$ cat config.mk
export PLATFORM = sky130hd
export DESIGN_NAME = controlador_minado
export DESIGN_NICKNAME = d
export VERILOG_FILES = /design/src/rtl/controlador_minado.sv
export SDC_FILE = /design/constraint.sdc
export NUM_CORES = 1
export LEC_CHECK = 0
export CAP_MARGIN = 30
export CORE_MARGIN = 2
export CORE_UTILIZATION = 40
export CTS_CLUSTER_DIAMETER = 60
export DETAILED_ROUTE_END_ITERATION = 8
export GPL_TIMING_DRIVEN = 0
export PLACE_DENSITY = 0.73
export RECOVER_POWER = 100
export SLEW_MARGIN = 20
export SYNTH_ARGS = -nofsm -noshare
export SYNTH_HDL_FRONTEND = slang
export SYNTH_SLANG_ARGS = --single-unit
$ cat constraint.sdc
create_clock -name clk -period 8.2 [get_ports clk]
set_clock_uncertainty 0.2 [all_clocks]
set_input_delay 0.82 -clock clk [delete_from_list [all_inputs] [get_ports clk]]
set_output_delay 0.82 -clock clk [all_outputs]
set_load 0.1 [all_outputs]
$ cat src/rtl/controlador_minado.sv
// Mining front-end controller: assembles a byte-serial header and target, releases
// the miner, times the search and holds the nonce/timeout result until acknowledged.
module controlador_minado #(
  parameter int                 BYTE_W  = 8,
  parameter int                 N_BYTES = 12,
  parameter int                 CNT_W   = 16,
  parameter logic [CNT_W-1:0]   TIMEOUT = 16'hFFFF
) (
  input  logic                        clk,
  input  logic                        reset,
  input  logic [BYTE_W-1:0]           byte_in,
  input  logic                        byte_valid,
  output logic                        byte_ready,
  output logic [BYTE_W*N_BYTES-1:0]   data_in,
  output logic [7:0]                  target,
  output logic                        miner_reset,
  input  logic                        finished,
  input  logic [31:0]                 nonce_out,
  output logic [31:0]                 nonce_result,
  output logic [CNT_W-1:0]            cycles,
  output logic                        timed_out,
  output logic                        result_valid,
  input  logic                        result_ack
);
  localparam int               IDX_W = $clog2(N_BYTES + 1);
  localparam logic [IDX_W-1:0] LAST  = IDX_W'(N_BYTES);
  localparam logic [CNT_W-1:0] TO_M1 = TIMEOUT - CNT_W'(1);

  typedef enum logic [1:0] {LOAD, MINE, DONE} state_t;

  state_t                      r_state;
  logic [IDX_W-1:0]            r_idx;
  logic [CNT_W-1:0]            r_cnt;
  logic [BYTE_W*N_BYTES-1:0]   r_data;
  logic [7:0]                  r_target;
  logic                        r_miner_rst;
  logic [31:0]                 r_nonce;
  logic [CNT_W-1:0]            r_cycles;
  logic                        r_timed_out;
  logic                        r_res_vld;

  // Gated by reset so the block never advertises readiness while held.
  assign byte_ready   = (r_state == LOAD) && reset;
  assign data_in      = r_data;
  assign target       = r_target;
  assign miner_reset  = r_miner_rst;
  assign nonce_result = r_nonce;
  assign cycles       = r_cycles;
  assign timed_out    = r_timed_out;
  assign result_valid = r_res_vld;

  always_ff @(posedge clk or negedge reset) begin
    if (!reset) begin
      r_state     <= LOAD;
      r_idx       <= '0;
      r_cnt       <= '0;
      r_data      <= '0;
      r_target    <= '0;
      r_miner_rst <= 1'b0;
      r_nonce     <= '0;
      r_cycles    <= '0;
      r_timed_out <= 1'b0;
      r_res_vld   <= 1'b0;
    end else begin
      case (r_state)
        LOAD: begin
          if (byte_valid) begin
            if (r_idx == LAST) begin
              r_target    <= byte_in;
              r_cnt       <= '0;
              r_miner_rst <= 1'b1;
              r_state     <= MINE;
            end else begin
              // Header arrives MSB-first: byte 0 lands in the top byte lane.
              r_data[(N_BYTES-1-int'(r_idx))*BYTE_W +: BYTE_W] <= byte_in;
              r_idx <= r_idx + IDX_W'(1);
            end
          end
        end
        MINE: begin
          if (finished) begin
            r_nonce     <= nonce_out;
            r_cycles    <= r_cnt;
            r_timed_out <= 1'b0;
            r_res_vld   <= 1'b1;
            r_miner_rst <= 1'b0;
            r_state     <= DONE;
          end else if (r_cnt == TO_M1) begin
            r_nonce     <= '0;
            r_cycles    <= TIMEOUT;
            r_timed_out <= 1'b1;
            r_res_vld   <= 1'b1;
            r_miner_rst <= 1'b0;
            r_state     <= DONE;
          end else begin
            r_cnt <= r_cnt + CNT_W'(1);
          end
        end
        DONE: begin
          if (result_ack && r_res_vld) begin
            r_res_vld <= 1'b0;
            r_idx     <= '0;
            r_state   <= LOAD;
          end
        end
        default: r_state <= LOAD;
      endcase
    end
  end
endmodule

# Word level (Yosys, flattened, before mapping)
# Index checks and enable logic that the tools add are counted.
[op_classes] n_shift=2 addsub=4 n_lt_le_gt_ge=0 n_reduce_logical=15 bitwise_logic=1 mux=30 n_div=0 n_eq_ne=11 n_mul=0
[ops] operator="96-bit bitwise mux" count=1
[ops] operator="16-bit two-way mux" count=6
[ops] operator="8-bit by 33-bit variable shift with 96-bit output, first input constant" count=1
[ops] operator="8-bit by 33-bit indexed part select with 96-bit output" count=1
[ops] operator="32-bit two-way mux" count=2
[ops] operator="8-bit negation with 33-bit output" count=1
[ops] operator="16-bit one-hot mux with 2 select lines" count=1
[ops] operator="16-bit by 1-bit adder with 16-bit output, second input constant" count=1
[ops] operator="16-bit equality test, second input constant" count=1
[ops] operator="4-bit two-way mux" count=3
[ops] operator="4-bit AND reduction" count=3
[ops] operator="2-bit two-way mux" count=5
[ops] operator="2-bit != test, second input constant" count=5
[ops] operator="3-bit AND reduction" count=3
[ops] operator="1-bit two-way mux" count=8
[ops] operator="4-bit one-hot mux with 2 select lines" count=1
[ops] operator="2-bit nonzero test" count=4
[ops] operator="2-bit one-hot mux with 3 select lines" count=1
[ops] operator="5-bit AND reduction" count=1
[ops] operator="4-bit by 4-bit subtractor with 5-bit output, first input constant" count=1
[ops] operator="4-bit by 1-bit adder with 4-bit output, second input constant" count=1
[ops] operator="4-bit equality test, second input constant" count=1
[ops] operator="1-bit one-hot mux with 2 select lines" count=2
[ops] operator="3-bit != test, second input constant" count=1
[ops] operator="other kinds (7)" count=8
[word_totals] rom_bits=0 memories=0 reg_bits=177 latch_bits=0 input_bits=45 ramBits=0 output_inout_bits=156 wordCells=73

# Logic depth before layout (Yosys ltp)
# Gate-level depths: netlist of the first run.
[depth] word_depth=4 ltp_mapped=11 depth_no_buf=10

# Worst setup path before layout of the first run
# No wires, ideal clock.
[synth_timing] path_type="register to register" startpoint="reg r_idx[2]" endpoint="reg r_data[10], in the netlist data_in[10]" synth_period_minus_slack_ps=3170 required_time_ps=7875 t_arrival_ps=2845 setup_time_ps=125 slack_ps=5030 path_stages_with_launch=11 n_path_buf=0 path_cell_list="dfrtp_1 inv_1 ha_1 nor2_1 nand2_1 ha_1 nand4b_1 nor3_2 o21ai_0 nor4_4 mux2_2"
[synth_via] elab_chain_cells=4 word_cells_on_any_way=8 classes_between="add/sub: 2; eq/ne: 1; shift: 2; mux: 1; bitwise: 1; reduce/logical: 1"
[synth_lines] item="start: declaration" line_no="32" rtl="logic [IDX_W-1:0] r_idx;"
[synth_lines] item="start signal: assignment" line_no="76" rtl="r_idx <= r_idx + IDX_W'(1);"
[synth_lines] item="4-bit by 4-bit subtractor with 5-bit output" line_no="75" rtl="r_data[(N_BYTES-1-int'(r_idx))*BYTE_W +: BYTE_W] <= byte_in;"
[synth_lines] item="8-bit negation with 33-bit output" line_no="75"
[synth_lines] item="8-bit by 33-bit indexed part select with 96-bit output or 8-bit by 33-bit variable shift with 96-bit output (tied branches)" line_no="75"
[synth_lines] item="96-bit bitwise mux" line_no="75"
[synth_lines] item="end signal: indexed assignment" line_no="75"
[synth_lines] item="end: declaration" line_no="34" rtl="logic [BYTE_W*N_BYTES-1:0] r_data;"
# Parallel ways exist; a longest one is shown, timed or not.
# A chain may end at the register's enable or synchronous reset.

# Final worst setup path of the first run
[layout_timing] startpoint="reg r_idx[2]" endpoint="reg r_data[77], in the netlist data_in[77]"
# The elaborated chain is that of the path after synthesis.

==> results of run 1 <==
-- cell usage after synthesis, types with 6 or more instances --
cell      count  area (um2)
dfrtp_1     177        4430
buf_2         7        35.0
mux2_2       78         878
ha_1          9         113
o22a_1       14         123
nor2_1       24        90.1
inv_1        10        37.5
nor4_4        6         128
o21ai_0      19        95.1
a21oi_1       7        35.0
nand4_1       7        43.8
a22o_1       32         280
nand2_1      59         221
mux2_4        8         120
nand3_1      10        50.1
xor2_1        9        78.8
clkbuf_1     22        82.6
-- registers in the layout, indices dropped and copies added (netlist names) --
register	cells
result_valid	1
cycles	16
timed_out	1
miner_reset	1
r_idx	4
r_cnt	16
r_state	2
target	8
data_in	96
nonce_result	32
-- routing by layer --
metal | wire length (um) | part of all wire [%]
met1 | 7980 | 44
met2 | 8760 | 48
met3 | 1080 | 6.0
met4 | 294 | 1.6
met5 | 0 | 0
-- cell type report --
class / count / area [um2] / share of cell area [%]
Buffer: 32 / 130 / 1.29
Tap cell: 229 / 287 / 2.83
Clock buffer: 19 / 433 / 4.28
Multi-Input combinational cell: 344 / 2640 / 26.1
Inverter: 11 / 41.3 / 0.408
Sequential cell: 177 / 4430 / 43.7
Timing Repair Buffer: 200 / 2020 / 20.0
Clock inverter: 13 / 136 / 1.35
-- worst max-delay path, cell delays in order (launching register included) --
cell and delay [ps]:
dfrtp_1 470, inv_1 150, ha_1 320, nor2_1 150
nand2_1 80, ha_1 290, nand4b_1 170, nor3_1 470
o21ai_0 330, nor4_1 1760, mux2_2 460
-- cells by family (layout without fill, tap and decap cells) --
family	after synthesis	after routing	synth area share [%]
AO/OA/AOI/OAI	93	93	9.68
XOR/XNOR	10	10	1.19
adder cells (fa/ha/maj)	10	10	1.80
buffers and inverters	43	275	2.53
flip-flops	177	177	60.0
multiplexers	88	88	13.8
AND/OR/NAND/NOR	143	143	11.0
-- per-stage QoR --
stage / cell area [um2] / TNS, ps / setup slack (ps)
6_report: 10100 / 0 / 3240
5_1_grt: 10100 / 0 / 2840
4_1_cts: 10300 / 0 / 4390
3_5_place_dp: 9690 / 0 / 4400
3_3_place_gp: 9660 / -123480 / -1380
2_1_floorplan: 7380 / 0 / 5030
-- worst min path at each step --
stage	from	to	slack, ps	cells past startpoint
2_1_floorplan	r_cnt[15]	cycles[15]	310	1
3_3_place_gp	target[0]	target[0]	260	2
3_5_place_dp	data_in[49]	data_in[49]	270	2
4_1_cts	reset	data_in[10]	230	1
5_1_grt	reset	data_in[94]	240	1
6_report	reset	data_in[94]	200	1
==> impl_metrics.tcl, run 1 <==
set metrics [dict create \
    synth.distinct_cells 52 \
    grt_max_degree 91 \
    max_freq_mhz 202 \
    clockBufferDepth 2 \
    ant_nets 0 \
    grt_pass1_wl_um 29300 \
    worstReg2RegEnd "data_in[77]" \
    ctsHoldBuffers 0 \
    timing.rr.start "r_idx[2]" \
    first_pass_iters 4 \
    drv_slew 36 \
    period_share_pct 60.5 \
    met1_usage_pct 25.0 \
    layout_common_cells "dfrtp_1, dlygate4sd3_1, mux2_2, nand2_1, clkdlybuf4s50_1" \
    rr_worst_depth 10 \
    gr-usage-met3_pct 5.02 \
    postCtsResizedCells 0 \
    cp-end-kind "flip-flop" \
    cp.arrival_ps 5070 \
    cts_made_buffers 17 \
    instances_no_fill 1025 \
    globalRouteMet2Util_pct 30.7 \
    die_x_um 140 \
    gp_congestion 0.835 \
    cts_setup_buffers 0 \
    grt-ovfl-total 0 \
    synth_nets 619 \
    post-route-util_pct 56.2 \
    layout_commonest_cell "dfrtp_1" \
    clk_pin_slew_worst_paths_ps 70 \
    syn_area_um2 7380 \
    cts-root-buf "clkbuf_16" \
    slew_headroom_pct -44.4 \
    yosys_warnings 0 \
    drt_wl_total_um 18100 \
    clock_sink_count 177 \
    synth_flop_cell "dfrtp_1" \
    rsz0062_at_grt "no" \
    drt_iter0_drc 188 \
    violations "capacitance limit, slew limit" \
    cap_violations 4 \
    cts.htree.levels 4 \
    io_buffers 199 \
    num_io_pins 201 \
    hold_slack_ps 196 \
    vias_per_cell 5.20 \
    worst_pin_slew_ps 2150 \
    status "complete, but fails checks" \
    area_delta_synth_final_pct 37.2 \
    start_kind "flip-flop" \
    clk_latency_ps 420 \
    start_util_pct 41.0 \
    grt_usage_pct 18.8 \
    setup_viol 0 \
    rows 49 \
    wl_per_cell_um 17.7 \
    synthArstFlopShare_pct 100 \
    dp.cells 993 \
    hold_viol 0 \
    synth_edf_count 0 \
    dieArea_um2 19600 \
    syn_avg_cell_area_um2 13.1 \
    synth_seq_cells 177 \
    cts_tree "yes" \
    min_path_type "primary input to asynchronous set/reset pin" \
    drive_gt1_share_pct 15.1 \
    antenna_cells 0 \
    criticalPathCategory "flip-flop to flip-flop" \
    via_count 5325 \
    fin_crit_ps 4960 \
    crit_path_start "r_idx[2]" \
    cp.required_ps 8310 \
    nFillCells 1506 \
    remaining_drc_errors 0 \
    dieHeight_um 140 \
    coreArea_um2 18000 \
    r2r_slack_ps 3240 \
    endpoint "data_in[77]" \
    grt-busiest-layer "met2" \
    ys_seq_area_share_pct 60.0 \
    netlist_instances 564 \
    grt_pass1_vias 5404 \
    dp_hpwl_um 13100 \
    crit_fanout 8 \
    fin_nets 838 \
    antenna_found_initial 0 \
]
Power of run 1 is left out: the tool's default activity adds up to more than one toggle a clock period on the data nets, which glitch-free logic cannot reach.
==> inputs of run 2 (changes only) <==
- PLACE_DENSITY: 0.73 -> 0.76
- clock period: 8.2 -> 4 ns (I/O delays scaled with it)
==> run 2 against run 1 <==
  * The flow still finishes with violations (capacitance limit, slew limit)
  * Setup slack got worse by 2900 ps
  * Via count decreased by 0.38%
  * Fmax increased by 35%
  * Final cell count increased by 0.20%
  * Utilization increased by 0.86 points
  * Non-clock buffer count increased by 2
  * Global-route usage increased by 0.40 points
  * Critical endpoint is now data_in[59]
  * Die area unchanged
  * First-iteration DRC count increased by 30%
  * Critical path type unchanged
  * Register-to-register slack got worse by 2900 ps
  * Sequential cell count unchanged
  * Largest cell class unchanged
  * Critical path depth decreased by 2
==> impl_metrics.tcl, run 2 (synthesis results as in run 1) <==
set metrics [dict create \
    status "complete, but fails checks" \
    violations "capacitance limit, slew limit" \
    largest_register_ffs 96 \
    min_path_type "primary input to flip-flop" \
    timing.rr.start "r_idx[0]" \
    hold_viol 0 \
    rows 49 \
    clk_latency_ps 420 \
    num_io_pins 201 \
    drive_gt1_share_pct 16.3 \
    fin_crit_ps 3690 \
    cts_tree "yes" \
    drt_wl_total_um 18300 \
    max_freq_mhz 271 \
    cap_violations 1 \
    cts.htree.levels 4 \
    drv_slew 49 \
    r2r_slack_ps 310 \
    cpMostUsedCell "clkbuf_1" \
    fin_nets 840 \
    area_delta_synth_final_pct 39.3 \
    start_kind "flip-flop" \
    ant_nets 0 \
    cp.required_ps 4110 \
    grt-ovfl-total 0 \
    slowest_delay_ps 570 \
    criticalPathCategory "flip-flop to flip-flop" \
    slowest_stage "or4_1" \
    antenna_cells 0 \
    first_pass_iters 4 \
    vias_per_cell 5.17 \
    nFillCells 1514 \
    rr_worst_depth 8 \
    worstReg2RegEnd "data_in[59]" \
    period_share_pct 92.1 \
    die_x_um 140 \
    layout_common_cells "dfrtp_1, dlygate4sd3_1, mux2_2, nand2_1, clkdlybuf4s50_1" \
    crit_chain "clkbuf_1 -> nand3_1 -> fa_1 -> clkbuf_1 -> or4_1 -> nor2_1 -> o2111ai_1 -> mux2_2" \
    slew_headroom_pct -55.5 \
    layout_setup_ws_ps 314 \
    dieArea_um2 19600 \
    dieHeight_um 140 \
    setup_viol 0 \
    clockBufferDepth 2 \
    dp_hpwl_um 13000 \
    antenna_found_initial 0 \
    crit_fanout 10 \
    layout_commonest_cell "dfrtp_1" \
    gp_congestion 0.818 \
    cp-end-kind "flip-flop" \
    holdPathEnd "target[1]" \
    cts_made_buffers 17 \
    hold_start "byte_in[1]" \
    drt_iter0_drc 245 \
    cts-root-buf "clkbuf_16" \
    worst_pin_slew_ps 2330 \
    via_count 5305 \
    coreArea_um2 18000 \
    grt_pass1_vias 5426 \
    post-route-util_pct 57.0 \
    grt_max_degree 77 \
    rsz0062_at_grt "no" \
    grt_usage_pct 19.2 \
    cp.arrival_ps 3790 \
    remaining_drc_errors 0 \
    clock_sink_count 177 \
    start_util_pct 41.0 \
    clk_pin_slew_worst_paths_ps 70 \
    io_buffers 199 \
    pre_cts_ws_ps 298 \
    hold_depth 3 \
    grt_pass1_wl_um 29900 \
    postCtsResizedCells 0 \
    wl_per_cell_um 17.9 \
]
run 2: changes by cell type in the layout (fill, tap and decap cells not counted), moves of 4 or more:
| cell | change |
|---|---|
| clkinv_2 | -4 |
| nor4_4 | +4 |
| clkbuf_8 | +4 |
| nor4_1 | -4 |
run 2: timing repair:
item	in CTS	in global routing
endpoints found under the hold margin	53	0
buffers inserted	0	0
hold buffers	1	0
endpoints found under the setup margin	0	0
run 2: cell type report:
class	instances	area [um2]	area share, %
timing repair buffer	202	2050	19.9
clock buffer	22	484	4.71
inverter	11	41.3	0.402
sequential	177	4430	43.1
multi-input combinational	344	2710	26.4
buffer	32	131	1.28
tap	229	287	2.79
clock inverter	10	146	1.42
run 2: worst max-delay path by stage:
stage               depth (start not counted)  startpoint  slack (ps)           to
floorplan                                  10    r_idx[2]         830  data_in[10]
global placement                            3       reset       -5140   byte_ready
detailed placement                         10    r_idx[0]         300  data_in[15]
CTS                                        10    r_idx[0]         290  data_in[15]
global route                                8    r_idx[0]          70  data_in[59]
finish                                      8    r_idx[0]         310  data_in[59]
run 2: metal layers:
| layer | up-vias | wire (um) | track usage, % |
|---|---|---|---|
| met5 | - | 0 | 0 |
| met4 | 0 | 159 | 4.00 |
| met3 | 10 | 1030 | 5.68 |
| met2 | 157 | 8800 | 30.6 |
| met1 | 2667 | 8340 | 26.5 |
| li1 | 2471 | - | - |
run 2: worst max-delay path: cells and delay by family (launching register included):
family                   cells  cell delay (ps)
adder cells (fa/ha/maj)      1              460
AND/OR/NAND/NOR              3              920
flip-flops                   1              360
multiplexers                 1              490
AO/OA/AOI/OAI                1              500
buffers and inverters        2              640
run 2: per-stage QoR:
stage,area [um2],hold slack [ps],cells,setup TNS (ps)
floorplan,7380,-95.6,564,0
global placement,9660,261,992,-886780
detailed placement,9720,146,994,0
CTS,10400,173,1027,0
global route,10300,195,1027,0
finish,10300,185,1027,0
Power of run 2 is left out for the same reason.
==> inputs of run 3 (changes only) <==
- PLACE_DENSITY: 0.76 -> 0.71
==> run 3 against run 2 <==
  * Sequential cell count unchanged
  * Setup slack lost 32 ps
  * Sequential share of layout area up 0.11 points
  * Clock-buffer cell count is 4 lower
  * Final cell count stayed put
  * Global-route usage increased by 0.28 points
  * Wire length increased by 1.4%
  * Hold slack lost 18 ps
  * Via count is 1.4% higher
  * Largest cell class unchanged
  * The flow still finishes with violations (capacitance limit, slew limit)
  * Non-clock buffer count unchanged
  * Fmax down 0.86%
  * Critical path type unchanged
==> impl_metrics.tcl, run 3 (synthesis results as in run 1) <==
set metrics [dict create \
    crit_chain "clkbuf_1 -> nand3_1 -> nor2_1 -> nand2_1 -> ha_1 -> nand4b_1 -> nor3_2 -> o21ai_1 -> nor4_2 -> mux2_2" \
    drt_wl_total_um 18600 \
    first_pass_iters 6 \
    cp_top_family "simple AND/OR/NAND/NOR gates" \
    endpoint "data_in[22]" \
    layout_commonest_cell "dfrtp_1" \
    slowest_delay_ps 750 \
    setup_viol 0 \
    post-route-util_pct 56.9 \
    cp.depth 10 \
    dieArea_um2 19600 \
    grt_pass1_vias 5709 \
    grt_usage_pct 19.5 \
    ctsHoldBuffers 2 \
    clockBufferDepth 2 \
    wl_per_cell_um 18.1 \
    criticalPathCategory "flip-flop to flip-flop" \
    globalRouteMet2Util_pct 32.4 \
    crit_fanout 10 \
    cp.arrival_ps 3830 \
    cts_tree "yes" \
    largest_register_ffs 96 \
    cts-root-buf "clkbuf_16" \
    fin_nets 840 \
    clk_latency_ps 420 \
    cts_setup_buffers 0 \
    max_freq_mhz 269 \
    drv_slew 74 \
    timing.rr.start "r_idx[0]" \
    via_count 5379 \
    area_delta_synth_final_pct 38.9 \
    cts.htree.levels 4 \
    rows 49 \
    start_util_pct 41.0 \
    grt_max_degree 106 \
    drive_gt1_share_pct 16.3 \
    met1_usage_pct 25.2 \
    cp.required_ps 4110 \
    worstReg2RegEnd "data_in[22]" \
    grt_pass1_wl_um 30500 \
    period_share_pct 92.9 \
    remaining_drc_errors 0 \
    coreArea_um2 18000 \
    gp_congestion 0.881 \
    fin_crit_ps 3720 \
    grt-ovfl-total 0 \
    violations "capacitance limit, slew limit" \
    hold_viol 0 \
    slew_headroom_pct -17.7 \
    status "complete, but fails checks" \
    dp_hpwl_um 13300 \
    min_path_type "primary input to flip-flop" \
    worst_pin_slew_ps 1770 \
    cts_made_buffers 17 \
    postCtsResizedCells 0 \
    r2r_slack_ps 280 \
    drt_iter0_drc 143 \
    start_kind "flip-flop" \
    layout_common_cells "dfrtp_1, dlygate4sd3_1, mux2_2, nand2_1, clkdlybuf4s50_1" \
    critical_path_buf_inv_count 1 \
    vias_per_cell 5.24 \
    crit_path_start "r_idx[0]" \
    grt-busiest-layer "met2" \
    antenna_cells 0 \
    die_x_um 140 \
    cap_violations 1 \
    rr_worst_depth 10 \
    dieHeight_um 140 \
    rsz0062_at_grt "no" \
    clk_pin_slew_worst_paths_ps 60 \
    num_io_pins 201 \
    slowest_stage "nor4_2" \
    antenna_found_initial 0 \
    io_buffers 199 \
    clock_sink_count 177 \
    ant_nets 0 \
    cp-end-kind "flip-flop" \
    gr-usage-met3_pct 5.57 \
]
-- run 3: worst min path at each step --
stage,cells past startpoint,startpoint,endpoint,slack [ps]
global route,3,byte_in[1],target[1],180
finish,3,byte_in[1],target[1],170
CTS,3,byte_in[1],target[1],180
detailed placement,1,reset,data_in[24],200
floorplan,0,reset,cycles[0],-100
global placement,2,target[6],target[6],260
-- run 3: per-stage QoR --
stage | cells | hold WS, ps | TNS, ps | instance area, um2 | worst slack [ps]
after floorplan | 564 | -95.6 | 0 | 7380 | 830
after CTS | 1027 | 175 | 0 | 10400 | 308
after global routing | 1027 | 177 | 0 | 10300 | 33.4
after global placement | 992 | 263 | -816260 | 9660 | -4850
final | 1027 | 167 | 0 | 10300 | 282
after detailed placement | 993 | 205 | 0 | 9690 | 342
-- run 3: metal layers --
layer  vias up  share of wire (%)
met4         0                1.6
met2       174                 48
met3        26                5.3
met5         -                  0
li1       2461                  -
met1      2718                 45
-- run 3: worst reg2reg max path: cells and delay by family, from the launching register on --
kind	cells	cell delay (ps)
AND/OR/NAND/NOR	6	1730
adder cells (fa/ha/maj)	1	280
buffers and inverters	1	410
AO/OA/AOI/OAI	1	220
flip-flops	1	370
multiplexers	1	420
-- run 3: cell type report --
class / instances / area, um2
fill: 1509 / 7770
sequential: 177 / 4430
multi-input combinational: 344 / 2700
timing repair buffer: 202 / 2030
clock buffer: 18 / 439
tap: 229 / 287
clock inverter: 14 / 198
buffer: 32 / 131
inverter: 11 / 41.3
Power of run 3 is left out for the same reason.
